`src/rtl/rvx_irq_ctrl_pkg.sv`:
```
// rvx_irq_ctrl_pkg
//   Shared constants for the RVX interrupt controller: register word
//   indices, the CR enable bit position and the "no source" claim ID.
package rvx_irq_ctrl_pkg;

   // Register word indices (rw_address[4:2])
   localparam logic [2:0] REG_CR      = 3'd0;
   localparam logic [2:0] REG_ENABLE  = 3'd1;
   localparam logic [2:0] REG_TRIGGER = 3'd2;
   localparam logic [2:0] REG_PENDING = 3'd3;
   localparam logic [2:0] REG_CLAIM   = 3'd4;

   // Bit position of the global enable inside CR
   localparam int BIT_CR_EN = 0;

   // Claim ID returned when nothing is claimable
   localparam logic [4:0] ID_NONE = 5'd0;

   // Width of a source ID (IDs 1..31, 0 = none)
   localparam int ID_W = 5;

endpackage

```
`src/rtl/rvx_find_first_set.sv`:
```
// rvx_find_first_set
//   Combinational lowest-index priority encoder.
//   Ports:
//     bits        in   WIDTH   request vector
//     found       out  1       at least one bit of 'bits' is set
//     first_index out  IDX_W   index of the lowest set bit (0 when none)
module rvx_find_first_set #(
   parameter int WIDTH = 8,
   parameter int IDX_W = (WIDTH > 1) ? $clog2(WIDTH) : 1
) (
   input  logic [WIDTH-1:0] bits,
   output logic             found,
   output logic [IDX_W-1:0] first_index
);

   // Scan from the top down so the last hit (lowest index) wins.
   always_comb begin
      found       = 1'b0;
      first_index = '0;
      for (int i = WIDTH - 1; i >= 0; i--) begin
         if (bits[i]) begin
            found       = 1'b1;
            first_index = IDX_W'(i);
         end
      end
   end

endmodule

```
`src/rtl/rvx_irq_ctrl.sv`:
```
// rvx_irq_ctrl
//   Memory-mapped interrupt controller. Latches NUM_SOURCES peripheral
//   IRQ lines as level or rising-edge triggered, masks them per source,
//   and drives one registered interrupt line to the core. Software
//   identifies a source by reading CLAIM and retires it by writing its
//   ID back to CLAIM.
//   Ports:
//     clock          in   1            system clock (rising edge)
//     reset_n        in   1            synchronous active-low reset
//     rw_address     in   5            byte address, word = [4:2]
//     read_data      out  32           registered read result
//     read_request   in   1            read strobe
//     read_response  out  1            read acknowledge (1 cycle later)
//     write_data     in   32           write data
//     write_strobe   in   4            byte enables, only 4'b1111 writes
//     write_request  in   1            write strobe
//     write_response out  1            write acknowledge (1 cycle later)
//     irq_sources    in   NUM_SOURCES  peripheral IRQ lines
//     irq            out  1            external interrupt request
module rvx_irq_ctrl
   import rvx_irq_ctrl_pkg::*;
#(
   parameter int NUM_SOURCES = 8
) (
   input  logic                   clock,
   input  logic                   reset_n,
   input  logic [4:0]             rw_address,
   output logic [31:0]            read_data,
   input  logic                   read_request,
   output logic                   read_response,
   input  logic [31:0]            write_data,
   input  logic [3:0]             write_strobe,
   input  logic                   write_request,
   output logic                   write_response,
   input  logic [NUM_SOURCES-1:0] irq_sources,
   output logic                   irq
);

   localparam int IDX_W = (NUM_SOURCES > 1) ? $clog2(NUM_SOURCES) : 1;

   // State
   logic                   cr_en_reg;
   logic [NUM_SOURCES-1:0] enable_reg;
   logic [NUM_SOURCES-1:0] trigger_reg;
   logic [NUM_SOURCES-1:0] pending_e_reg;
   logic [NUM_SOURCES-1:0] pending_e_next;
   logic [NUM_SOURCES-1:0] in_service_reg;
   logic [NUM_SOURCES-1:0] in_service_next;
   logic [NUM_SOURCES-1:0] s_reg;
   logic [NUM_SOURCES-1:0] s_prev_reg;
   logic [31:0]            read_data_reg;
   logic [31:0]            read_data_next;
   logic                   read_response_reg;
   logic                   write_response_reg;
   logic                   irq_reg;

   // Combinational
   logic [NUM_SOURCES-1:0] rise;
   logic [NUM_SOURCES-1:0] pending;
   logic [NUM_SOURCES-1:0] claimable;
   logic [NUM_SOURCES-1:0] claim_mask;
   logic [NUM_SOURCES-1:0] complete_mask;
   logic [NUM_SOURCES-1:0] pend_clr_mask;
   logic                   claim_valid;
   logic [IDX_W-1:0]       claim_idx;
   logic [ID_W-1:0]        claim_id;
   logic                   aligned;
   logic [2:0]             word;
   logic                   wr_ok;
   logic                   rd_ok;
   logic                   rd_claim;
   logic                   complete_hit;
   logic                   pend_wr;

   assign aligned = (rw_address[1:0] == 2'b00);
   assign word    = rw_address[4:2];
   assign rd_ok   = read_request && aligned;
   assign wr_ok   = write_request && aligned && (write_strobe == 4'b1111);

   assign rise      = s_reg & ~s_prev_reg;
   // Edge sources show their latched flop, level sources the live line.
   assign pending   = (trigger_reg & pending_e_reg) | (~trigger_reg & s_reg);
   assign claimable = pending & enable_reg & ~in_service_reg;

   rvx_find_first_set #(
      .WIDTH (NUM_SOURCES),
      .IDX_W (IDX_W)
   ) u_ffs (
      .bits        (claimable),
      .found       (claim_valid),
      .first_index (claim_idx)
   );

   assign claim_id = claim_valid ? (ID_W'(claim_idx) + ID_W'(1)) : ID_NONE;

   // A claim read with nothing claimable has no side effect.
   assign rd_claim     = rd_ok && (word == REG_CLAIM) && claim_valid;
   assign complete_hit = wr_ok && (word == REG_CLAIM) &&
                         (write_data != 32'd0) &&
                         (write_data <= 32'(NUM_SOURCES));
   assign pend_wr      = wr_ok && (word == REG_PENDING);

   // Only edge sources have a clearable pending flop.
   assign pend_clr_mask = pend_wr ? (write_data[NUM_SOURCES-1:0] & trigger_reg)
                                  : '0;

   generate
      for (genvar gi = 0; gi < NUM_SOURCES; gi++) begin : g_src
         assign claim_mask[gi]    = rd_claim && (claim_idx == IDX_W'(gi));
         assign complete_mask[gi] = complete_hit &&
                                    (write_data[ID_W-1:0] == ID_W'(gi + 1));
      end
   endgenerate

   // Rise is applied after the clears so a same-cycle set wins.
   assign pending_e_next  = (pending_e_reg & ~(claim_mask | pend_clr_mask)) |
                            (rise & trigger_reg);
   assign in_service_next = (in_service_reg & ~complete_mask) | claim_mask;

   // Unaligned reads and reads of words 5..7 hold the previous value.
   always_comb begin
      read_data_next = read_data_reg;
      if (rd_ok) begin
         case (word)
            REG_CR:      read_data_next = 32'(cr_en_reg);
            REG_ENABLE:  read_data_next = 32'(enable_reg);
            REG_TRIGGER: read_data_next = 32'(trigger_reg);
            REG_PENDING: read_data_next = 32'(pending);
            REG_CLAIM:   read_data_next = 32'(claim_id);
            default:     read_data_next = read_data_reg;
         endcase
      end
   end

   always_ff @(posedge clock) begin
      if (!reset_n) begin
         cr_en_reg          <= 1'b0;
         enable_reg         <= '0;
         trigger_reg        <= '0;
         pending_e_reg      <= '0;
         in_service_reg     <= '0;
         s_reg              <= '0;
         s_prev_reg         <= '0;
         read_data_reg      <= '0;
         read_response_reg  <= 1'b0;
         write_response_reg <= 1'b0;
         irq_reg            <= 1'b0;
      end else begin
         s_reg              <= irq_sources;
         s_prev_reg         <= s_reg;
         pending_e_reg      <= pending_e_next;
         in_service_reg     <= in_service_next;
         read_data_reg      <= read_data_next;
         read_response_reg  <= read_request;
         write_response_reg <= write_request;
         irq_reg            <= cr_en_reg & (|claimable);
         if (wr_ok) begin
            case (word)
               REG_CR:      cr_en_reg   <= write_data[BIT_CR_EN];
               REG_ENABLE:  enable_reg  <= write_data[NUM_SOURCES-1:0];
               REG_TRIGGER: trigger_reg <= write_data[NUM_SOURCES-1:0];
               default:     ;
            endcase
         end
      end
   end

   assign read_data      = read_data_reg;
   assign read_response  = read_response_reg;
   assign write_response = write_response_reg;
   assign irq            = irq_reg;

endmodule

```
`config.mk`:
```
export PLATFORM = sky130hd
export DESIGN_NAME = rvx_irq_ctrl
export DESIGN_NICKNAME = d
export VERILOG_FILES = /design/src/rtl/rvx_irq_ctrl_pkg.sv /design/src/rtl/rvx_find_first_set.sv /design/src/rtl/rvx_irq_ctrl.sv
export SDC_FILE = /design/constraint.sdc
export NUM_CORES = 1
export LEC_CHECK = 0
export BUFFER_PORTS_ARGS = -buffer_cell sky130_fd_sc_hd__buf_2
export CAP_MARGIN = 10
export CORE_UTILIZATION = 47
export CTS_CLUSTER_DIAMETER = 150
export DETAILED_ROUTE_END_ITERATION = 7
export HOLD_SLACK_MARGIN = 0.15
export PLACE_DENSITY_LB_ADDON = 0.3
export SLEW_MARGIN = 20
export SYNTH_ARGS = -nofsm -noshare
export SYNTH_HDL_FRONTEND = slang
export SYNTH_SLANG_ARGS = --single-unit
```
`constraint.sdc`:
```
create_clock -name clock -period 2.4 [get_ports clock]
set_input_delay 0.12 -clock clock [delete_from_list [all_inputs] [get_ports clock]]
set_output_delay 0.12 -clock clock [all_outputs]
set_load 0.02 [all_outputs]
```
==> results by group, run 1 <==
Timing
  – Skew final: 5.53 ps
  – Setup TNS: 0 ps
  – Post-route clock period utilization: 0.935
  – RSZ-0062 raised after global routing: no
  – Slew Limit Fails: 0
  – Max Fclk: around 450 MHz
  – Worst-margin pin slew: 713 ps
  – Slew HR: 0.524
  – Final Setup Violations: 0
  – Tmin final: ~2200 ps
  – Fin. Hold Viols: 0

Global route
  – First-pass GRT wire length: roughly 13 mm
  – Gr usage total: 0.245
  – Global route total overflow: 0
  – Initial antenna violation count: 0
  – Pin count of the biggest net entering global routing: 33
  – Vias in the first global route: 2751

Detailed routing
  – Drc violations: 0
  – Routed vias/inst: around 5.5
  – Routed wire length: approximately 8.3 mm
  – Initial DRC Count: 176
  – Post-DRT Antenna Nets: 0
  – DR vias: 2910
  – Detailed Routing Iterations Pass 1: 5
  – DR WL/cell: ~16 um

Floorplanning
  – I/O pin count: 88
  – Die Wd: ~84 um
  – Initial Util: 0.491
  – Die height: between 80 and 90 um
  – Core ar.: 6390 um2
  – Std cell rows: 29
  – Die area: around 7000 um2

Clock network
  – Clock-pin slew on the worst setup and hold paths: around 60 ps
  – Clock latency on the worst-skew pair: around 340 ps
  – TritonCTS Buffers: 9
  – CTS root buffer: clkbuf_8
  – Clk buf depth: 2
  – CTS H-tree lvls: 3
  – CTS tree: yes
  – Sink Count: 60

Synthesis
  – Ys async rst share: 0
  – Avg Cell Area, Syn: 8.79 um2
  – Synth top area cells: dfxtp_1, mux2i_1, buf_4
  – Part of the Yosys area used for sequential elements: 0.383
  – Syn Std Cell Area: around 3100 um2
  – Cell taking the most area after synthesis: dfxtp_1
  – Synth warn: 0
  – EDFF count, synth: 0
  – Register bit total from synthesis: 60
  – Synth unique cells: 59
  – Post-synth top flop: dfxtp_1
  – Mapped Cells: 357
  – Area share of the largest cell type after synthesis: 0.383

Power and ir drop
  – Peak VDD IR: 0.360 mV
  – Power per cell area: 519 nW/um2
  – Static Leak: approximately 1.6 nW

Hold path
  – Hold Startpoint: write_data[0]
  – Hold Path Stages: 3
  – Hold Crit Class: in2reg
  – Hold EP: enable_reg[0]

Setup path
  – Reg-to-reg endpoint: in_service_reg[3]
  – CP Capture Type: flop
  – Worst R2R Setup Slack: ~160 ps
  – WP data required: 2630 ps
  – CP Class: reg2reg
  – Critical Path Source Type: flop
  – Crit-path max FO: 6
  – WP data arrival: 2480 ps
  – Worst R2R Path Depth: 10
  – Reg2reg start: trigger_reg[3]

Cells and area
  – Share of layout cells above drive strength 1: 0.240
  – Most frequent cells in the layout: buf_2, dfxtp_1, nor2_1
  – Area delta synth->final: 23.6%
  – N_diodes: 0
  – Layout Cells excl Fill: roughly 530
  – Final #Nets: 507
  – Commonest non-fill, non-tap cell in the layout: buf_2

Placed design
  – Detailed placement HPWL: approximately 6.0 mm
  – Port bufs: between 60 and 70
  – Final Wtd Congestion: roughly 0.95
  – # placed instances: 500

Status
  – Outcome: finished clean

Run
  – Max-cap violations: 0
-- metrics by stage --
step / total power [W] / setup WS [ps] / area [um2] / util / hold slack (ps)
detailed placement: 0.00123 / 74.7 / 3540 / 0.555 / 330
CTS: 0.00203 / 54.5 / 3870 / 0.606 / 176
floorplan: 0.00118 / 179 / 3220 / - / 242
global placement: 0.00123 / 142 / 3540 / 0.555 / 325
global route: 0.00210 / 5.28 / 3880 / 0.607 / 195
finish: 0.00201 / 156 / 3880 / 0.607 / 182
-- where the power goes --
part	internal, W	total [W]	leakage [nW]	switching (W)
combinational	0.0000874	0.000216	1.01	0.000128
sequential	0.00101	0.00102	0.488	0.00000827
clock	0.000401	0.000779	0.0844	0.000378
-- logic make-up (layout without fill, tap and decap cells) --
group / Yosys count / in the layout / share of synthesized area
adder cells (fa/ha/maj): 4 / 4 / 0.0159
AND/OR/NAND/NOR: 127 / 127 / 0.229
buffers and inverters: 59 / 134 / 0.102
flip-flops: 60 / 60 / 0.383
AO/OA/AOI/OAI: 81 / 81 / 0.188
other: 1 / 24 / 0.00120
multiplexers: 25 / 25 / 0.0813
-- critical path, cell delays in order (launching register included) --
cell	delay, ps
dfxtp_1	450
mux2i_1	220
buf_4	150
a2bb2oi_1	220
buf_4	160
nand2_1	80
nor2_1	230
inv_1	80
ha_1	190
nor3b_2	150
o21a_1	190
-- repair_timing --
item                                    CTS  global route
endpoints found under the setup margin    0             5
resized for setup                         0             3
hold endpoints to repair                 22             0
buffers inserted                          0             0
hold buffers                             16             0
-- Yosys cell counts, types with 5 or more instances --
library cell	number
a21oi_1	13
a22oi_1	6
a2bb2oi_1	5
a31oi_1	8
and2_1	20
buf_4	25
clkbuf_1	11
dfxtp_1	60
inv_1	19
mux2i_1	21
nand2_1	16
nand2b_1	6
nand3_1	9
nand3b_1	5
nor2_1	32
nor2b_1	6
nor3b_1	7
nor4_1	9
o21ai_0	10
-- worst max-delay path by stage --
stage / start / depth (start not counted) / end
floorplan: trigger_reg[5] / 8 / read_data[2]
global placement: trigger_reg[5] / 8 / read_data[2]
detailed placement: trigger_reg[5] / 8 / pending_e_reg[3]
CTS: trigger_reg[5] / 8 / pending_e_reg[3]
global route: trigger_reg[7] / 10 / pending_e_reg[2]
finish: trigger_reg[3] / 10 / in_service_reg[3]
-- layout make-up --
class / count / area (um2)
Inverter: 19 / 71.3
Timing Repair Buffer: 99 / 626
Fill cell: 582 / 2510
Multi-Input combinational cell: 261 / 1720
Sequential cell: 60 / 1200
Clock inverter: 2 / 10.0
Clock buffer: 14 / 153
Tap cell: 77 / 96.3
-- routing by layer --
metal / track usage / vias up / wire length, um
met5: 0 / - / 0
met4: 0.0847 / 0 / 129
met3: 0.0633 / 10 / 460
met2: 0.415 / 91 / 3950
met1: 0.302 / 1380 / 3720
li1: - / 1429 / -
Note: power is estimated with default switching activity, not from simulation.
==> run 2, diff against run 1 <==
--- a/config.mk
+++ b/config.mk
@@ -12,6 +12,7 @@
 export DETAILED_ROUTE_END_ITERATION = 7
 export HOLD_SLACK_MARGIN = 0.15
 export PLACE_DENSITY_LB_ADDON = 0.3
+export SETUP_SLACK_MARGIN = 0.5
 export SLEW_MARGIN = 20
 export SYNTH_ARGS = -nofsm -noshare
 export SYNTH_HDL_FRONTEND = slang
==> run 2 against run 1 <==
  * Combinational power rose by 2%
  * Clock skew increased by 1.4 ps
  * Sequential cell count unchanged
  * Die area unchanged
  * Core utilization is 4.4 points higher
  * Sequential power is essentially flat
  * Worst setup slack gained 170 ps
  * Routed wire length up 4.5%
  * Non-clock buffer count rose by 2
  * Cell count grew 0.38%
  * Critical path type unchanged
  * Clock power increased by 13%
==> results by group, run 2 (same netlist as run 1, synthesis figures left out) <==
Setup path
  – WP data required: ~2600 ps
  – Reg2reg start: trigger_reg[5]
  – Critical Path Start: trigger_reg[5]
  – CP Capture Type: flop
  – WP data arrival: 2310 ps
  – CP Class: reg2reg
  – Critical Path Source Type: flop
  – Crit-path max FO: 2

Detailed routing
  – DR vias: just under 3000
  – Post-Route M1 WL: around 3.6 mm
  – Initial DRC Count: 131
  – Post-DRT Antenna Nets: 0
  – Met3 routed WL: 561 um
  – DR WL/cell: 16.2 um
  – Met2 wire len: 4.26 mm
  – Routed vias/inst: between 5 and 6
  – Routed wire length: between 8 and 9 mm
  – Drc violations: 0
  – Detailed Routing Iterations Pass 1: 4
  – Top routing layer used: met4

Timing
  – Setup TNS: 0 ps
  – Max Fclk: around 480 MHz
  – Fin. Hold Viols: 0
  – Post-route clock period utilization: 0.865
  – Final Setup Violations: 0
  – Slew HR: 0.521
  – RSZ-0062 raised after global routing: yes
  – Tmin final: between 2000 and 2500 ps
  – Slew Limit Fails: 0
  – Worst-margin pin slew: about 720 ps
  – Hold WS: between 150 and 200 ps
  – Skew final: 6.90 ps

Global route
  – Initial antenna violation count: 0
  – Pin count of the biggest net entering global routing: 34
  – Gr usage total: 0.245
  – Global route total overflow: 0
  – Vias in the first global route: ~2800
  – First-pass GRT wire length: 13.4 mm

Clock network
  – Clk buf depth: 2
  – Clock latency on the worst-skew pair: 340 ps
  – CTS root buffer: clkbuf_8
  – Sink Count: 60
  – Clock-pin slew on the worst setup and hold paths: roughly 70 ps
  – CTS H-tree lvls: 3
  – CTS tree: yes
  – TritonCTS Buffers: 9

Cells and area
  – Commonest non-fill, non-tap cell in the layout: buf_2
  – Most frequent cells in the layout: buf_2, dfxtp_1, nor2_1
  – Filler cells: 554
  – Area delta synth->final: 32.5%
  – N_diodes: 0
  – Final #Nets: between 500 and 600
  – Share of layout cells above drive strength 1: 0.322

Placed design
  – Port bufs: 63
  – Final Wtd Congestion: 0.961
  – Detailed placement HPWL: just under 6 mm

Floorplanning
  – Std cell rows: 29
  – I/O pin count: 88
  – Initial Util: 0.491
  – Core ar.: about 6400 um2
  – Die area: 7010 um2
  – Die Wd: about 84 um
  – Die height: roughly 84 um

Status
  – Outcome: finished clean

Run
  – Max-cap violations: 0

Hold path
  – Hold Startpoint: write_data[7]
  – Hold Crit Class: in2reg

Power and ir drop
  – Static Leak: 1.66 nW
  – Power per cell area: approximately 500 nW/um2
  – Peak VDD IR: approximately 0.33 mV
==> run 2: final cells by class <==
cell class                      instances  area [um2]  share of cell area
Clock buffer                           12         176              0.0424
Clock inverter                          4        20.0             0.00481
Inverter                               19        71.3              0.0171
Multi-Input combinational cell        261        1930               0.464
Sequential cell                        60        1220               0.294
Tap cell                               77        96.3              0.0232
Timing Repair Buffer                  101         641               0.154
==> run 2: worst max-delay path, cell delays in order (launching register included) <==
cell and delay (ps):
dfxtp_4 360, mux2i_4 270, o32ai_4 120, nand2b_4 150, a211o_1 300, nor3_4 200
ha_1 250, nor3b_1 140, o21a_1 180
==> run 2: stage by stage <==
step	total power (W)	utilization	std cells	setup WS [ps]	cell area, um2
6_report	0.00212	0.651	534	323	4160
5_1_grt	0.00219	0.651	534	224	4160
4_1_cts	0.00213	0.634	530	275	4050
3_5_place_dp	0.00123	0.552	490	157	3520
3_3_place_gp	0.00123	0.552	490	235	3520
2_1_floorplan	0.00118	-	380	350	3280
==> run 2: what timing repair did <==
item,CTS,global route
gates resized for setup,23,19
gates cloned,0,0
setup endpoints to repair,15,17
buffers inserted,8,4
hold endpoints to repair,21,0
pin swaps,11,7
hold buffers,16,0
==> run 2: worst paths after layout <==
| path | cells after the start | to | slack [ps] |
|---|---|---|---|
| min reg2reg | 2 | in_service_reg[1] | 470 |
| max | 8 | read_data[2] | 320 |
| min | 4 | pending_e_reg[7] | 170 |
| max reg2reg | 8 | read_data[2] | 320 |
==> run 2: metal layers <==
| layer | GRT usage | up-vias |
|---|---|---|
| li1 | - | 1434 |
| met1 | 0.290 | 1407 |
| met2 | 0.420 | 106 |
| met3 | 0.0584 | 22 |
| met5 | 0 | - |
| met4 | 0.112 | 0 |
==> run 2: power by group <==
group	total [W]	switching (W)	internal (W)
Sequential	0.00102	0.00000967	0.00101
Combinational	0.000221	0.000132	0.0000893
Clock	0.000879	0.000392	0.000487
Total	0.00212	0.000534	0.00158
==> run 3, diff against run 2 <==
--- a/config.mk
+++ b/config.mk
@@ -11,7 +11,7 @@
 export CTS_CLUSTER_DIAMETER = 150
 export DETAILED_ROUTE_END_ITERATION = 7
 export HOLD_SLACK_MARGIN = 0.15
-export PLACE_DENSITY_LB_ADDON = 0.3
+export PLACE_DENSITY = 0.81
 export SETUP_SLACK_MARGIN = 0.5
 export SLEW_MARGIN = 20
 export SYNTH_ARGS = -nofsm -noshare
==> run 3 against run 2 <==
  * Routed wire length grew 3.6%
  * Register-to-register slack got worse by 20 ps
  * Sequential share of layout area decreased by 0.090 points
  * Clock power shrank 14%
  * Final area grew 0.51%
  * First-iteration DRC count decreased by 14%
  * Combinational power rose by 3%
  * Clock-buffer cell count rose by 1
  * Critical path type unchanged
==> results by group, run 3 (same netlist as run 1, synthesis figures left out) <==
Placed design
  – Detailed placement HPWL: about 6.0 mm
  – # placed instances: slightly below 500
  – Final Wtd Congestion: 0.928
  – Place WS: 214 ps
  – Placed instance area: approximately 3500 um2
  – Port bufs: 63

Setup path
  – Worst R2R Setup Slack: around 300 ps
  – Reg-to-reg endpoint: read_data[2]
  – Crit-path max FO: 6
  – Worst R2R Path Depth: 7
  – CP Capture Type: flop
  – Reg2reg start: trigger_reg[1]
  – WP data arrival: 2340 ps
  – WP data required: around 2600 ps
  – CP Class: reg2reg
  – Critical Path Source Type: flop

Clock network
  – CTS tree: yes
  – TritonCTS Buffers: 9
  – Clock latency on the worst-skew pair: approximately 350 ps
  – Clock-pin slew on the worst setup and hold paths: roughly 60 ps
  – CTS H-tree lvls: 3
  – CTS root buffer: clkbuf_8
  – Sink Count: 60
  – Clk buf depth: 2

Floorplanning
  – Die height: 83.7 um
  – Die area: 7010 um2
  – Std cell rows: 29
  – I/O pin count: between 80 and 90
  – Core ar.: 6390 um2
  – Initial Util: 0.491
  – Die Wd: 83.7 um

Hold path
  – Hold Path Stages: 4
  – Hold EP: pending_e_reg[7]
  – Hold Crit Class: in2reg
  – Hold Startpoint: write_data[7]

Cells and area
  – Area occupied by registers: around 1200 um2
  – End-of-flow core utilization: 0.655
  – Filler cells: between 500 and 600
  – Layout Cells excl Fill: 534
  – Share of layout cells above drive strength 1: 0.322
  – Commonest non-fill, non-tap cell in the layout: buf_2
  – Final instance area: between 4000 and 5000 um2
  – Area delta synth->final: 33.2%
  – Area of the multi-input gates: 1980 um2
  – N_diodes: 0
  – Most frequent cells in the layout: buf_2, dfxtp_1, nor2_1
  – Final #Nets: between 500 and 600

Timing
  – RSZ-0062 raised after global routing: yes
  – Max Fclk: roughly 480 MHz
  – Worst-margin pin slew: approximately 700 ps
  – Tmin final: ~2100 ps
  – Post-route clock period utilization: 0.875
  – Final Setup Violations: 0
  – Slew Limit Fails: 0
  – Slew HR: 0.525
  – Setup WS post-layout: ~300 ps
  – Fin. Hold Viols: 0
  – Setup TNS: 0 ps
  – Skew final: 10.1 ps

Run
  – Max-cap violations: 0

Global route
  – Gr usage total: 0.256
  – Pin count of the biggest net entering global routing: 33
  – Global route total overflow: 0
  – Vias in the first global route: roughly 2900
  – Initial antenna violation count: 0
  – First-pass GRT wire length: about 14 mm

Detailed routing
  – Routed wire length: roughly 8.9 mm
  – Initial DRC Count: approximately 110
  – Routed vias/inst: between 5 and 6
  – DR WL/cell: approximately 17 um
  – Post-DRT Antenna Nets: 0
  – Detailed Routing Iterations Pass 1: 4
  – Drc violations: 0
  – DR vias: roughly 3000

Power and ir drop
  – Static Leak: between 1.5 and 2 nW
  – Power per cell area: 477 nW/um2
  – Peak VDD IR: 0.368 mV

Status
  – Outcome: finished clean
-- run 3: changes by cell type in the layout (fill, tap and decap cells not counted), sizes merged --
| cell | change |
|---|---|
| buf | -1 |
| clkbuf | +1 |
| clkinv | -1 |
| dlygate4sd3 | +1 |
-- run 3: metal layers --
metal	vias to the layer above	global-route usage	routed length (um)
met5	-	0	0
met4	0	0.117	194
met3	21	0.0673	640
met2	110	0.439	4410
met1	1438	0.297	3700
li1	1441	-	-
-- run 3: worst max-delay path, stage by stage, from the launching register on --
cell	delay (ps)
dfxtp_4	370
mux2_4	330
and2_4	190
a211o_1	330
nor3_2	210
ha_1	260
nor3b_1	140
o21a_1	170
-- run 3: power breakdown --
| group | internal (W) | switching [W] | total, W |
|---|---|---|---|
| sequential | 0.00100 | 0.00000998 | 0.00101 |
| combinational | 0.0000920 | 0.000136 | 0.000228 |
| clock | 0.000370 | 0.000383 | 0.000753 |
| total | 0.00147 | 0.000529 | 0.00200 |
-- run 3: worst max path at each step --
| stage | cells past startpoint | from | end | slack (ps) |
|---|---|---|---|---|
| after floorplan | 8 | trigger_reg[5] | read_data[2] | 350 |
| after global placement | 8 | trigger_reg[5] | read_data[2] | 250 |
| after detailed placement | 8 | trigger_reg[4] | read_data[2] | 210 |
| after CTS | 8 | trigger_reg[5] | read_data[2] | 310 |
| after global routing | 8 | trigger_reg[5] | read_data[2] | 220 |
| final | 7 | trigger_reg[1] | read_data[2] | 300 |
-- run 3: area by class of cell --
cell class	count	area share
Sequential cell	60	0.293
Inverter	19	0.0171
Multi-Input combinational cell	261	0.474
Tap cell	77	0.0230
Clock buffer	13	0.0332
Timing Repair Buffer	101	0.156
Clock inverter	3	0.00359
-- run 3: stage by stage --
stage / power (W) / hold WS [ps]
floorplan: 0.00118 / 242
global placement: 0.00123 / 327
detailed placement: 0.00123 / 330
CTS: 0.00200 / 156
global route: 0.00206 / 177
finish: 0.00200 / 157
-- run 3: repair_timing --
action,CTS,global route
buffers inserted,7,4
setup endpoints to repair,15,16
pin swaps,8,5
resized for setup,24,27
hold buffers,17,0
endpoints found under the hold margin,22,0
